## src/rtl/hit_resolver_pkg.sv

```systemverilog
// Shared encodings for the hit resolver: attack FSM animation codes and resolver states.
package hit_resolver_pkg;

   localparam int POS_W    = 10;
   localparam int GEO_W    = 12;
   localparam int HEALTH_W = 8;
   localparam int STUN_W   = 8;
   localparam int COMBO_W  = 4;

   typedef enum logic [3:0] {
      ANIM_IDLE = 4'd0,
      ANIM_ATK1 = 4'd1,
      ANIM_ATK2 = 4'd2
   } anim_e;

   typedef enum logic [1:0] {
      ST_IDLE,
      ST_ARMED,
      ST_SPENT,
      ST_KO
   } res_state_e;

   function automatic logic is_attack(input logic [3:0] anim);
      return (anim == ANIM_ATK1) || (anim == ANIM_ATK2);
   endfunction

endpackage

```

## src/rtl/hit_resolver_if.sv

```systemverilog
// Frame-tick inputs from the attack FSM / defender and resolved outputs to HUD and defender logic.
interface hit_resolver_if;
   import hit_resolver_pkg::*;

   logic                SCEN;
   logic                round_reset;
   logic                attack_active;
   logic [3:0]          anim_state;
   logic [POS_W-1:0]    atk_x;
   logic                atk_facing;
   logic [POS_W-1:0]    def_x;
   logic                def_blocking;

   logic                hit_pulse;
   logic                block_pulse;
   logic [HEALTH_W-1:0] def_health;
   logic                def_stunned;
   logic [COMBO_W-1:0]  combo_count;
   logic                ko;

   modport master (
      output SCEN, round_reset, attack_active, anim_state, atk_x, atk_facing, def_x, def_blocking,
      input  hit_pulse, block_pulse, def_health, def_stunned, combo_count, ko
   );

   modport slave (
      input  SCEN, round_reset, attack_active, anim_state, atk_x, atk_facing, def_x, def_blocking,
      output hit_pulse, block_pulse, def_health, def_stunned, combo_count, ko
   );

endinterface

```

## src/rtl/hit_resolver_hitbox_overlap.sv

```systemverilog
// Combinational hitbox/hurtbox test in signed 12-bit space; bounds may go negative unclamped.
module hitbox_overlap
   import hit_resolver_pkg::*;
#(
   parameter int HB_OFFSET = 16,
   parameter int HURT_W    = 32
) (
   input  logic [POS_W-1:0]        atk_x_i,
   input  logic                    atk_facing_i,
   input  logic signed [GEO_W-1:0] reach_i,
   input  logic [POS_W-1:0]        def_x_i,
   output logic                    overlap_o
);

   localparam logic signed [GEO_W-1:0] OFF = GEO_W'(HB_OFFSET);
   localparam logic signed [GEO_W-1:0] HW  = GEO_W'(HURT_W);
   localparam logic signed [GEO_W-1:0] ONE = GEO_W'(1);

   logic signed [GEO_W-1:0] ax, dx, def_hi, lo, hi;

   assign ax     = {{(GEO_W-POS_W){1'b0}}, atk_x_i};
   assign dx     = {{(GEO_W-POS_W){1'b0}}, def_x_i};
   assign def_hi = dx + HW - ONE;

   always_comb begin
      lo = ax + OFF;
      hi = lo + reach_i - ONE;
      if (atk_facing_i) begin
         hi = ax - OFF;
         lo = hi - reach_i + ONE;
      end
   end

   assign overlap_o = (lo <= def_hi) && (dx <= hi);

endmodule

```

## src/rtl/hit_resolver.sv

```systemverilog
// Per-frame hit resolution for one attacker->defender direction: damage, stun, combo, KO.
// Optional COMBO_SCALING_EN halves clean-hit damage once the pre-hit combo is 2 or more.
module hit_resolver
   import hit_resolver_pkg::*;
#(
   parameter int MAX_HEALTH       = 100,
   parameter int ATK1_DMG         = 8,
   parameter int ATK2_DMG         = 15,
   parameter int ATK1_REACH       = 24,
   parameter int ATK2_REACH       = 40,
   parameter int HB_OFFSET        = 16,
   parameter int HURT_W           = 32,
   parameter int HITSTUN_FRAMES   = 12,
   parameter int BLOCKSTUN_FRAMES = 6
) (
   input logic            clk,
   input logic            reset,
   hit_resolver_if.slave  io
);

   localparam logic [COMBO_W-1:0] COMBO_MAX = '1;

   res_state_e           state_q, state_d;
   logic [3:0]           anim_q, anim_d;
   logic [HEALTH_W-1:0]  health_q, health_d;
   logic [STUN_W-1:0]    stun_q, stun_d;
   logic [COMBO_W-1:0]   combo_q, combo_d;
   logic                 ko_q, ko_d;
   logic                 hit_q, hit_d;
   logic                 blk_q, blk_d;

   logic signed [GEO_W-1:0] reach;
   logic                    overlap;
   logic                    hit_det, stunned;
   logic [HEALTH_W-1:0]     base_dmg, dmg, health_hit;

   // Reach and damage follow the latched attack instance, not the live anim_state.
   assign reach = (anim_q == ANIM_ATK2) ? GEO_W'(ATK2_REACH) : GEO_W'(ATK1_REACH);

   hitbox_overlap #(
      .HB_OFFSET (HB_OFFSET),
      .HURT_W    (HURT_W)
   ) u_overlap (
      .atk_x_i      (io.atk_x),
      .atk_facing_i (io.atk_facing),
      .reach_i      (reach),
      .def_x_i      (io.def_x),
      .overlap_o    (overlap)
   );

   assign stunned = (stun_q != '0);
   assign hit_det = (state_q == ST_ARMED) && io.attack_active && overlap;

   always_comb begin
      base_dmg = (anim_q == ANIM_ATK2) ? HEALTH_W'(ATK2_DMG) : HEALTH_W'(ATK1_DMG);
      dmg      = io.def_blocking ? (base_dmg >> 2) : base_dmg;
`ifdef COMBO_SCALING_EN
      if (!io.def_blocking && (combo_q >= COMBO_W'(2)))
         dmg = ((base_dmg >> 1) == '0) ? HEALTH_W'(1) : (base_dmg >> 1);
`endif
   end

   assign health_hit = (dmg >= health_q) ? '0 : health_q - dmg;

   always_comb begin
      state_d  = state_q;
      anim_d   = anim_q;
      health_d = health_q;
      stun_d   = stun_q;
      combo_d  = combo_q;
      ko_d     = ko_q;
      hit_d    = 1'b0;
      blk_d    = 1'b0;

      if (io.round_reset) begin
         state_d  = ST_IDLE;
         anim_d   = ANIM_IDLE;
         health_d = HEALTH_W'(MAX_HEALTH);
         stun_d   = '0;
         combo_d  = '0;
         ko_d     = 1'b0;
      end else if (io.SCEN) begin
         if (hit_det) begin
            health_d = health_hit;
            hit_d    = !io.def_blocking;
            blk_d    = io.def_blocking;
            if (io.def_blocking) begin
               stun_d  = STUN_W'(BLOCKSTUN_FRAMES);
               combo_d = '0;
            end else begin
               stun_d  = STUN_W'(HITSTUN_FRAMES);
               if (!stunned)
                  combo_d = COMBO_W'(1);
               else if (combo_q != COMBO_MAX)
                  combo_d = combo_q + COMBO_W'(1);
            end
            if (health_hit == '0) begin
               ko_d    = 1'b1;
               state_d = ST_KO;
            end else begin
               state_d = ST_SPENT;
            end
         end else begin
            if (stunned) begin
               stun_d = stun_q - STUN_W'(1);
               if (stun_q == STUN_W'(1))
                  combo_d = '0;
            end
            // A changed anim_state ends the instance; a new attack code re-arms on the same tick.
            unique case (state_q)
               ST_IDLE: begin
                  if (is_attack(io.anim_state)) begin
                     state_d = ST_ARMED;
                     anim_d  = io.anim_state;
                  end
               end
               ST_ARMED, ST_SPENT: begin
                  if (io.anim_state != anim_q) begin
                     anim_d  = io.anim_state;
                     state_d = is_attack(io.anim_state) ? ST_ARMED : ST_IDLE;
                  end
               end
               default: ;
            endcase
         end
      end
   end

   always_ff @(posedge clk) begin
      if (reset) begin
         state_q  <= ST_IDLE;
         anim_q   <= ANIM_IDLE;
         health_q <= HEALTH_W'(MAX_HEALTH);
         stun_q   <= '0;
         combo_q  <= '0;
         ko_q     <= 1'b0;
         hit_q    <= 1'b0;
         blk_q    <= 1'b0;
      end else begin
         state_q  <= state_d;
         anim_q   <= anim_d;
         health_q <= health_d;
         stun_q   <= stun_d;
         combo_q  <= combo_d;
         ko_q     <= ko_d;
         hit_q    <= hit_d;
         blk_q    <= blk_d;
      end
   end

   assign io.hit_pulse   = hit_q;
   assign io.block_pulse = blk_q;
   assign io.def_health  = health_q;
   assign io.def_stunned = stunned;
   assign io.combo_count = combo_q;
   assign io.ko          = ko_q;

endmodule

```

## src/flat_wrapper.sv

```systemverilog
// flat-port wrapper written by rule: the top's interface ports become plain ports
module hit_resolver_flat import hit_resolver_pkg::*;
#(
   parameter int MAX_HEALTH       = 100,
   parameter int ATK1_DMG         = 8,
   parameter int ATK2_DMG         = 15,
   parameter int ATK1_REACH       = 24,
   parameter int ATK2_REACH       = 40,
   parameter int HB_OFFSET        = 16,
   parameter int HURT_W           = 32,
   parameter int HITSTUN_FRAMES   = 12,
   parameter int BLOCKSTUN_FRAMES = 6
)
  (clk, reset, io_SCEN, io_round_reset, io_attack_active, io_anim_state, io_atk_x, io_atk_facing, io_def_x, io_def_blocking, io_hit_pulse, io_block_pulse, io_def_health, io_def_stunned, io_combo_count, io_ko);
  hit_resolver_if io_i ();
  input logic clk;
  input logic reset;
  input wire logic [$bits(io_i.SCEN)-1:0] io_SCEN;
  input wire logic [$bits(io_i.round_reset)-1:0] io_round_reset;
  input wire logic [$bits(io_i.attack_active)-1:0] io_attack_active;
  input wire logic [$bits(io_i.anim_state)-1:0] io_anim_state;
  input wire logic [$bits(io_i.atk_x)-1:0] io_atk_x;
  input wire logic [$bits(io_i.atk_facing)-1:0] io_atk_facing;
  input wire logic [$bits(io_i.def_x)-1:0] io_def_x;
  input wire logic [$bits(io_i.def_blocking)-1:0] io_def_blocking;
  output wire logic [$bits(io_i.hit_pulse)-1:0] io_hit_pulse;
  output wire logic [$bits(io_i.block_pulse)-1:0] io_block_pulse;
  output wire logic [$bits(io_i.def_health)-1:0] io_def_health;
  output wire logic [$bits(io_i.def_stunned)-1:0] io_def_stunned;
  output wire logic [$bits(io_i.combo_count)-1:0] io_combo_count;
  output wire logic [$bits(io_i.ko)-1:0] io_ko;
  assign io_i.SCEN = io_SCEN;
  assign io_i.round_reset = io_round_reset;
  assign io_i.attack_active = io_attack_active;
  assign io_i.anim_state = io_anim_state;
  assign io_i.atk_x = io_atk_x;
  assign io_i.atk_facing = io_atk_facing;
  assign io_i.def_x = io_def_x;
  assign io_i.def_blocking = io_def_blocking;
  assign io_hit_pulse = io_i.hit_pulse;
  assign io_block_pulse = io_i.block_pulse;
  assign io_def_health = io_i.def_health;
  assign io_def_stunned = io_i.def_stunned;
  assign io_combo_count = io_i.combo_count;
  assign io_ko = io_i.ko;
  hit_resolver #(.MAX_HEALTH(MAX_HEALTH), .ATK1_DMG(ATK1_DMG), .ATK2_DMG(ATK2_DMG), .ATK1_REACH(ATK1_REACH), .ATK2_REACH(ATK2_REACH), .HB_OFFSET(HB_OFFSET), .HURT_W(HURT_W), .HITSTUN_FRAMES(HITSTUN_FRAMES), .BLOCKSTUN_FRAMES(BLOCKSTUN_FRAMES)) u_core (.clk(clk), .reset(reset), .io(io_i));
endmodule
```

## config.mk

```make
export PLATFORM = sky130hd
export DESIGN_NAME = hit_resolver_flat
export DESIGN_NICKNAME = d
export VERILOG_FILES = /design/src/rtl/hit_resolver_pkg.sv /design/src/rtl/hit_resolver_if.sv /design/src/rtl/hit_resolver_hitbox_overlap.sv /design/src/rtl/hit_resolver.sv /design/src/flat_wrapper.sv
export SDC_FILE = /design/constraint.sdc
export NUM_CORES = 1
export LEC_CHECK = 0
export BUFFER_PORTS_ARGS = -buffer_cell sky130_fd_sc_hd__buf_2
export CAP_MARGIN = 20
export CORE_MARGIN = 2
export CORE_UTILIZATION = 61
export DETAILED_ROUTE_END_ITERATION = 7
export GPL_TIMING_DRIVEN = 0
export PLACE_DENSITY = 0.95
export SETUP_SLACK_MARGIN = 0.3
export SLEW_MARGIN = 10
export SYNTH_ARGS = -nofsm -noshare
export SYNTH_HDL_FRONTEND = slang
export SYNTH_SLANG_ARGS = --single-unit
```

## constraint.sdc

```tcl
create_clock -name clk -period 7.7 [get_ports clk]
set_input_delay 1.155 -clock clk [delete_from_list [all_inputs] [get_ports clk]]
set_output_delay 1.155 -clock clk [all_outputs]
set_load 0.005 [all_outputs]
```

; Yosys cells after proc, flatten, opt, wreduce, memory -nomap -nowiden
; Cells that the tools add are included.
[totals]
rom_bits = 0
regBits = 29
elab_cells = 82
ram_bits = 0
out_inout_bits = 16
latch_bits = 0
input_bits = 31
mem_count = 0
[op_classes]
reduce_logical = 21
n_div = 0
shift = 0
bitwise_logic = 2
magnitude_cmp = 3
n_addsub = 11
muxes = 24
n_mul = 0
eq_ne = 13
[op_table]
columns = cell, count
row1 = 4-bit two-way mux, 9
row2 = 8-bit two-way mux, 4
row3 = 12-bit two-way mux, 2
row4 = "12-bit by 2-bit subtractor with 12-bit output, second input constant", 2
row5 = 12-bit adder, 1
row6 = "12-bit by 2-bit adder with 12-bit output, second input constant", 1
row7 = 11-bit by 12-bit less-or-equal comparator with 1-bit output, 1
row8 = 12-bit less-or-equal comparator, 1
row9 = 11-bit by 7-bit subtractor with 12-bit output, 1
row10 = "10-bit by 5-bit adder with 11-bit output, second input constant", 1
row11 = "10-bit by 6-bit adder with 11-bit output, second input constant", 1
row12 = "10-bit by 5-bit subtractor with 11-bit output, second input constant", 1
row13 = "4-bit by 2-bit == test with 1-bit output, second input constant", 2
row14 = "8-bit by 1-bit == test with 1-bit output, second input constant", 1
row15 = 8-bit >= comparator, 1
row16 = 8-bit zero test, 1
row17 = "4-bit inequality test, second input constant", 2
row18 = 4-bit case mux with 2 select lines, 1
row19 = 4-bit AND reduction, 2
row20 = 8-bit nonzero test, 1
row21 = "8-bit by 1-bit subtractor with 8-bit output, second input constant", 1
row22 = 8-bit subtractor, 1
row23 = 2-bit two-way mux, 3
row24 = 6-bit two-way mux, 1
row25 = other kinds (22), 32

; Depth between registers and ports, before layout
[depth]
word_depth = 10
depth_mapped = 20
mapped_depth_nobuf = 18

; By module
; Synthesis repeated with hierarchy kept, for this count alone.
[unflattened]
cells_unflattened = 504
area_unflattened_um2 = 3960.0
[modules_own_cells]
columns = mod, cells_per_inst, n_inst, area_each_um2
row1 = hitbox_overlap, 305, 1, 2247.2
row2 = hit_resolver, 199, 1, 1712.9

; Worst setup path before layout
; Ideal clock, no wire load.
[synth_path]
path_kind = input-to-reg
from = in io_atk_x[4]
to = reg u_core.stun_q[4]
t_required_ns = 7.579
stages = 17
t_arrival_ns = 4.909
path_buffers = 0
setup_time_ns = 0.121
setup_slack_ns = 2.671
cell_sequence = inv_1 -> ha_1 -> inv_1 -> ha_1 -> ha_1 -> a31o_2 -> a21oi_1 -> o21ai_0 -> a21o_1 -> a21oi_1 -> ha_1 -> a211oi_1 -> nand2_1 -> o31ai_2 -> o211ai_1 -> a2111oi_2 -> mux2_2
[synth_via]
elab_chain_cells = 9
elab_cells_between_ends = 15
classes_between = add/sub: 6 / order compare: 2 / mux: 3 / reduce/logical: 4
[synth_rtl]
columns = element, line
row1 = from (decl), flat_wrapper.sv:22  ; input wire logic [$bits(io_i.atk_x)-1:0] io_atk_x;
row2 = 10-bit by 5-bit adder with 11-bit output / 10-bit by 5-bit subtractor with 11-bit output (equally long branches), "hit_resolver_hitbox_overlap.sv:26, hit_resolver_hitbox_overlap.sv:29"
row3 = 12-bit adder / 11-bit by 7-bit subtractor with 12-bit output (equally long branches), "hit_resolver_hitbox_overlap.sv:27, hit_resolver_hitbox_overlap.sv:30"
row4 = 12-bit by 2-bit subtractor with 12-bit output / 12-bit by 2-bit adder with 12-bit output (equally long branches), "hit_resolver_hitbox_overlap.sv:27, hit_resolver_hitbox_overlap.sv:30"
row5 = 12-bit two-way mux, hit_resolver_hitbox_overlap.sv:28  ; if (atk_facing_i) begin
row6 = 11-bit by 12-bit less-or-equal comparator with 1-bit output / 12-bit less-or-equal comparator (equally long branches), hit_resolver_hitbox_overlap.sv:34  ; assign overlap_o = (lo <= def_hi) && (dx <= hi);
row7 = 1-bit logical AND (*), hit_resolver_hitbox_overlap.sv:34
row8 = 1-bit logical AND (*), hit_resolver.sv:52  ; assign hit_det = (state_q == ST_ARMED) && io.attack_active && overlap;
row9 = 2-bit nonzero test (no line), -
row10 = 2-bit AND reduction (no line), -
row11 = to (signal assigned), hit_resolver.sv:143  ; stun_q <= stun_d;
row12 = to (decl), hit_resolver.sv:26  ; logic [STUN_W-1:0] stun_q, stun_d;
; Mark *: on every way between the ends. The rest lies on a longest branch, timed or not.
; A chain may end at the register's enable or synchronous reset.

; Worst setup path in the final report
; Same ends and word-level chain as after synthesis.

==> qor.csv <==
metric,value,unit
p_sw,0.2707,mW
post-route-period-util,0.7323,
timing.final.hold_violations,0,
skew,0.005690,ns
die_x,80.94,um
path_clk_slew,0.07,ns
clk_latency,0.30,ns
synth_top_cell_area_share,0.1836,
cts_root_buf,clkbuf_8,
worstHoldPathCells,2,
die_h,80.94,um
grt.total_usage,0.3160,
final_cells,597,
wl_met1,4048,um
hold_buffers,0,
crit_type,in2reg,
mappedNetlistNets,554,
postSynthAreaPerCell,7.699,um2
drc,0,
core.rowCount,28,
drtPass1Iterations,5,
rsz0062_at_grt,false,
synth-main-ff-cell,dfxtp_1,
grt_pass1_vias,3799,
tightest_slew,0.8740,ns
cellPowerDensity,168.7,nW/um2
status,"finished, final reports clean",
wl_met2,4980,um
post_cts_resized,0,
finalSetupTns,0,ns
pwr-share-seq,0.253,
finalSetupViolCount,0,
seqCellArea,580.6,um2
fmax,177.3,MHz
clk_path_buf_depth,2,
cts_setup_buffers,0,
grt_max_degree,11,
finalMaxSlewViolations,0,
setup_ws,2.061,ns
p_comb_frac,0.465,
dr_wl_met3,586,um
internal_power,0.4167,mW
ys_ff_latch,29,
crit_start,io_atk_x[4],
swShare,0.3938,
place_congestion,0.9312,
tritoncts,built,
pre_cts_ws,1.818,ns
pwr-share-clk,0.282,
synth_edf_count,0,
synth_top_area_cell,ha_1,
cts_buffers,5,
r2r_cells,18,
reg2reg_from,u_core.anim_q[3]$_SDFFE_PP0P_,
areaGrowthSynthToFinish,12.86,%
antenna_found_initial,0,
ant_nets,0,
required,7.89,ns
dp_hpwl,7672,um
worstHoldStart,u_core.io.ko$_SDFFE_PP0P_,
portBuffers,45,
clock-sinks,29,
dr.first_iter.drc_count,287,
fp.coreArea,5816,um2
synth-async-reset-ratio,0,
worstPathArrival,5.83,ns
critPathCaptureType,flop,
drive_gt1_frac,0.1456,
power,0.6874,mW
synth-seq-area-share,0.1608,
ys_warn_count,0,
io_pins,47,
ys_types,60,
vias_per_cell,6.395,
multi_input_area,2831,um2
vias,3818,
totalWireLength,10010,um
fin_nets,606,
min_period,5.639,ns
p_leak,1.805,nW
syn_inst,469,
grt_pass1_wl,16550,um
wl_per_cell,16.77,um
grt-ovfl-total,0,
crit_path_max_fanout,7,
synth.cell_area,3611,um2
timing.hold.ws,0.4486,ns
worstSetupStartpointType,input pin,
antenna_cells,0,
hp-class,reg2reg,
maxCapViolations,0,
topRoutingLayerUsed,met4,
nFillCells,451,
relSlewSlack,0.4162,
dpl.cell_count,589,
initial_utilization,0.6209,
cts_htree_levels,2,
synth_area_leaders,"ha_1 (18%), dfxtp_1 (16%), xnor2_1 (6.8%)",
ir_drop,0.2483,mV
fp.dieArea,6551,um2
-- cell families after synthesis --
kind of cell               Yosys count  synth area share
xor gates and xnor gates            45            0.1112
muxes                               10           0.02980
adders and majority gates           54            0.1892
buffers and inverters               51           0.05821
and+or+nand+nor                    155            0.2280
DFF                                 29            0.1608
AOI/OAI and AO/OA                  125            0.2228
-- synthesized netlist by cell type, drive strengths merged, types with 4 or more instances --
cell type,number
a2111oi,4
a211oi,4
a21o,4
a21oi,41
a31oi,4
and3,6
and4,4
buf,6
clkbuf,11
dfxtp,29
ha,53
inv,34
mux2i,7
nand2,35
nand2b,6
nand3,15
nand3b,4
nand4,11
nor2,25
nor2b,10
nor3,15
nor3b,4
o211ai,6
o21ai,31
o31ai,5
or2,4
or4,5
xnor2,29
xor2,16
-- final cells by class --
type / count / share of cell area
clock inverters: 3 / 0.01597
well taps: 75 / 0.02303
inverters: 34 / 0.03132
multi-input cells: 389 / 0.6948
clock buffers: 5 / 0.01689
plain buffers: 17 / 0.02026
repair buffers: 45 / 0.05527
flip-flops and latches: 29 / 0.1425
-- per-layer routing --
layer / track usage / up-vias
met5: 0 / -
met4: 0.1593 / 0
met3: 0.04444 / 46
met2: 0.5818 / 175
met1: 0.3521 / 1781
li1: - / 1816
-- stage by stage --
stage	util	cell area, um2
6_report	0.7007	4075
5_1_grt	0.7007	4075
4_1_cts	0.7007	4075
3_5_place_dp	0.6777	3941
3_3_place_gp	0.6758	3930
2_1_floorplan	-	3611
-- state kept, by name (all words and copies together) (netlist names) --
name                   flops
u_core.io.ko               1
u_core.stun_q              8
u_core.io.hit_pulse        1
u_core.io.def_health       8
u_core.state_q             2
u_core.io.combo_count      4
u_core.io.block_pulse      1
u_core.anim_q              4
-- final timing paths --
path / slack [ns] / end
min reg2reg: 0.45 / u_core.io.ko$_SDFFE_PP0P_
max reg2reg: 2.18 / u_core.stun_q[4]$_SDFFE_PP0P_
max: 2.06 / u_core.stun_q[4]$_SDFFE_PP0P_
min: 0.45 / u_core.io.ko$_SDFFE_PP0P_
-- cells in the final DEF (no fill, tap or decap), types with 5 or more instances in the layout --
cell type / count
or4_1: 5
buf_2: 48
nand2b_1: 6
inv_1: 34
nand2_1: 35
xnor2_1: 28
nor3_1: 14
nor2b_1: 10
o211ai_1: 6
mux2i_1: 7
clkbuf_8: 5
clkbuf_1: 11
and3_1: 6
o21ai_0: 31
ha_1: 53
nor2_1: 25
nand4_1: 11
xor2_1: 16
a21oi_1: 40
dfxtp_1: 29
nand3_1: 15
-- critical path: stages --
cell and delay (ns):
buf_2 0.16, inv_1 0.13, ha_1 0.36, inv_1 0.07, ha_1 0.28, ha_1 0.34
a31o_2 0.24, a21oi_1 0.28, o21ai_0 0.23, a21o_1 0.22, a21oi_1 0.15, ha_1 0.28
a211oi_1 0.29, nand2_1 0.10, o31ai_2 0.38, o211ai_1 0.31, a2111oi_2 0.46, mux2_2 0.38
-- power groups by stage --
stage	logic (mW)	registers (mW)	clock network, mW
after global placement	0.289	0.175	0
final	0.320	0.174	0.194
after detailed placement	0.308	0.176	0
after floorplan	0.229	0.173	0
after CTS	0.311	0.173	0.193
after global routing	0.354	0.175	0.200
(Power assumes the default switching activity.)
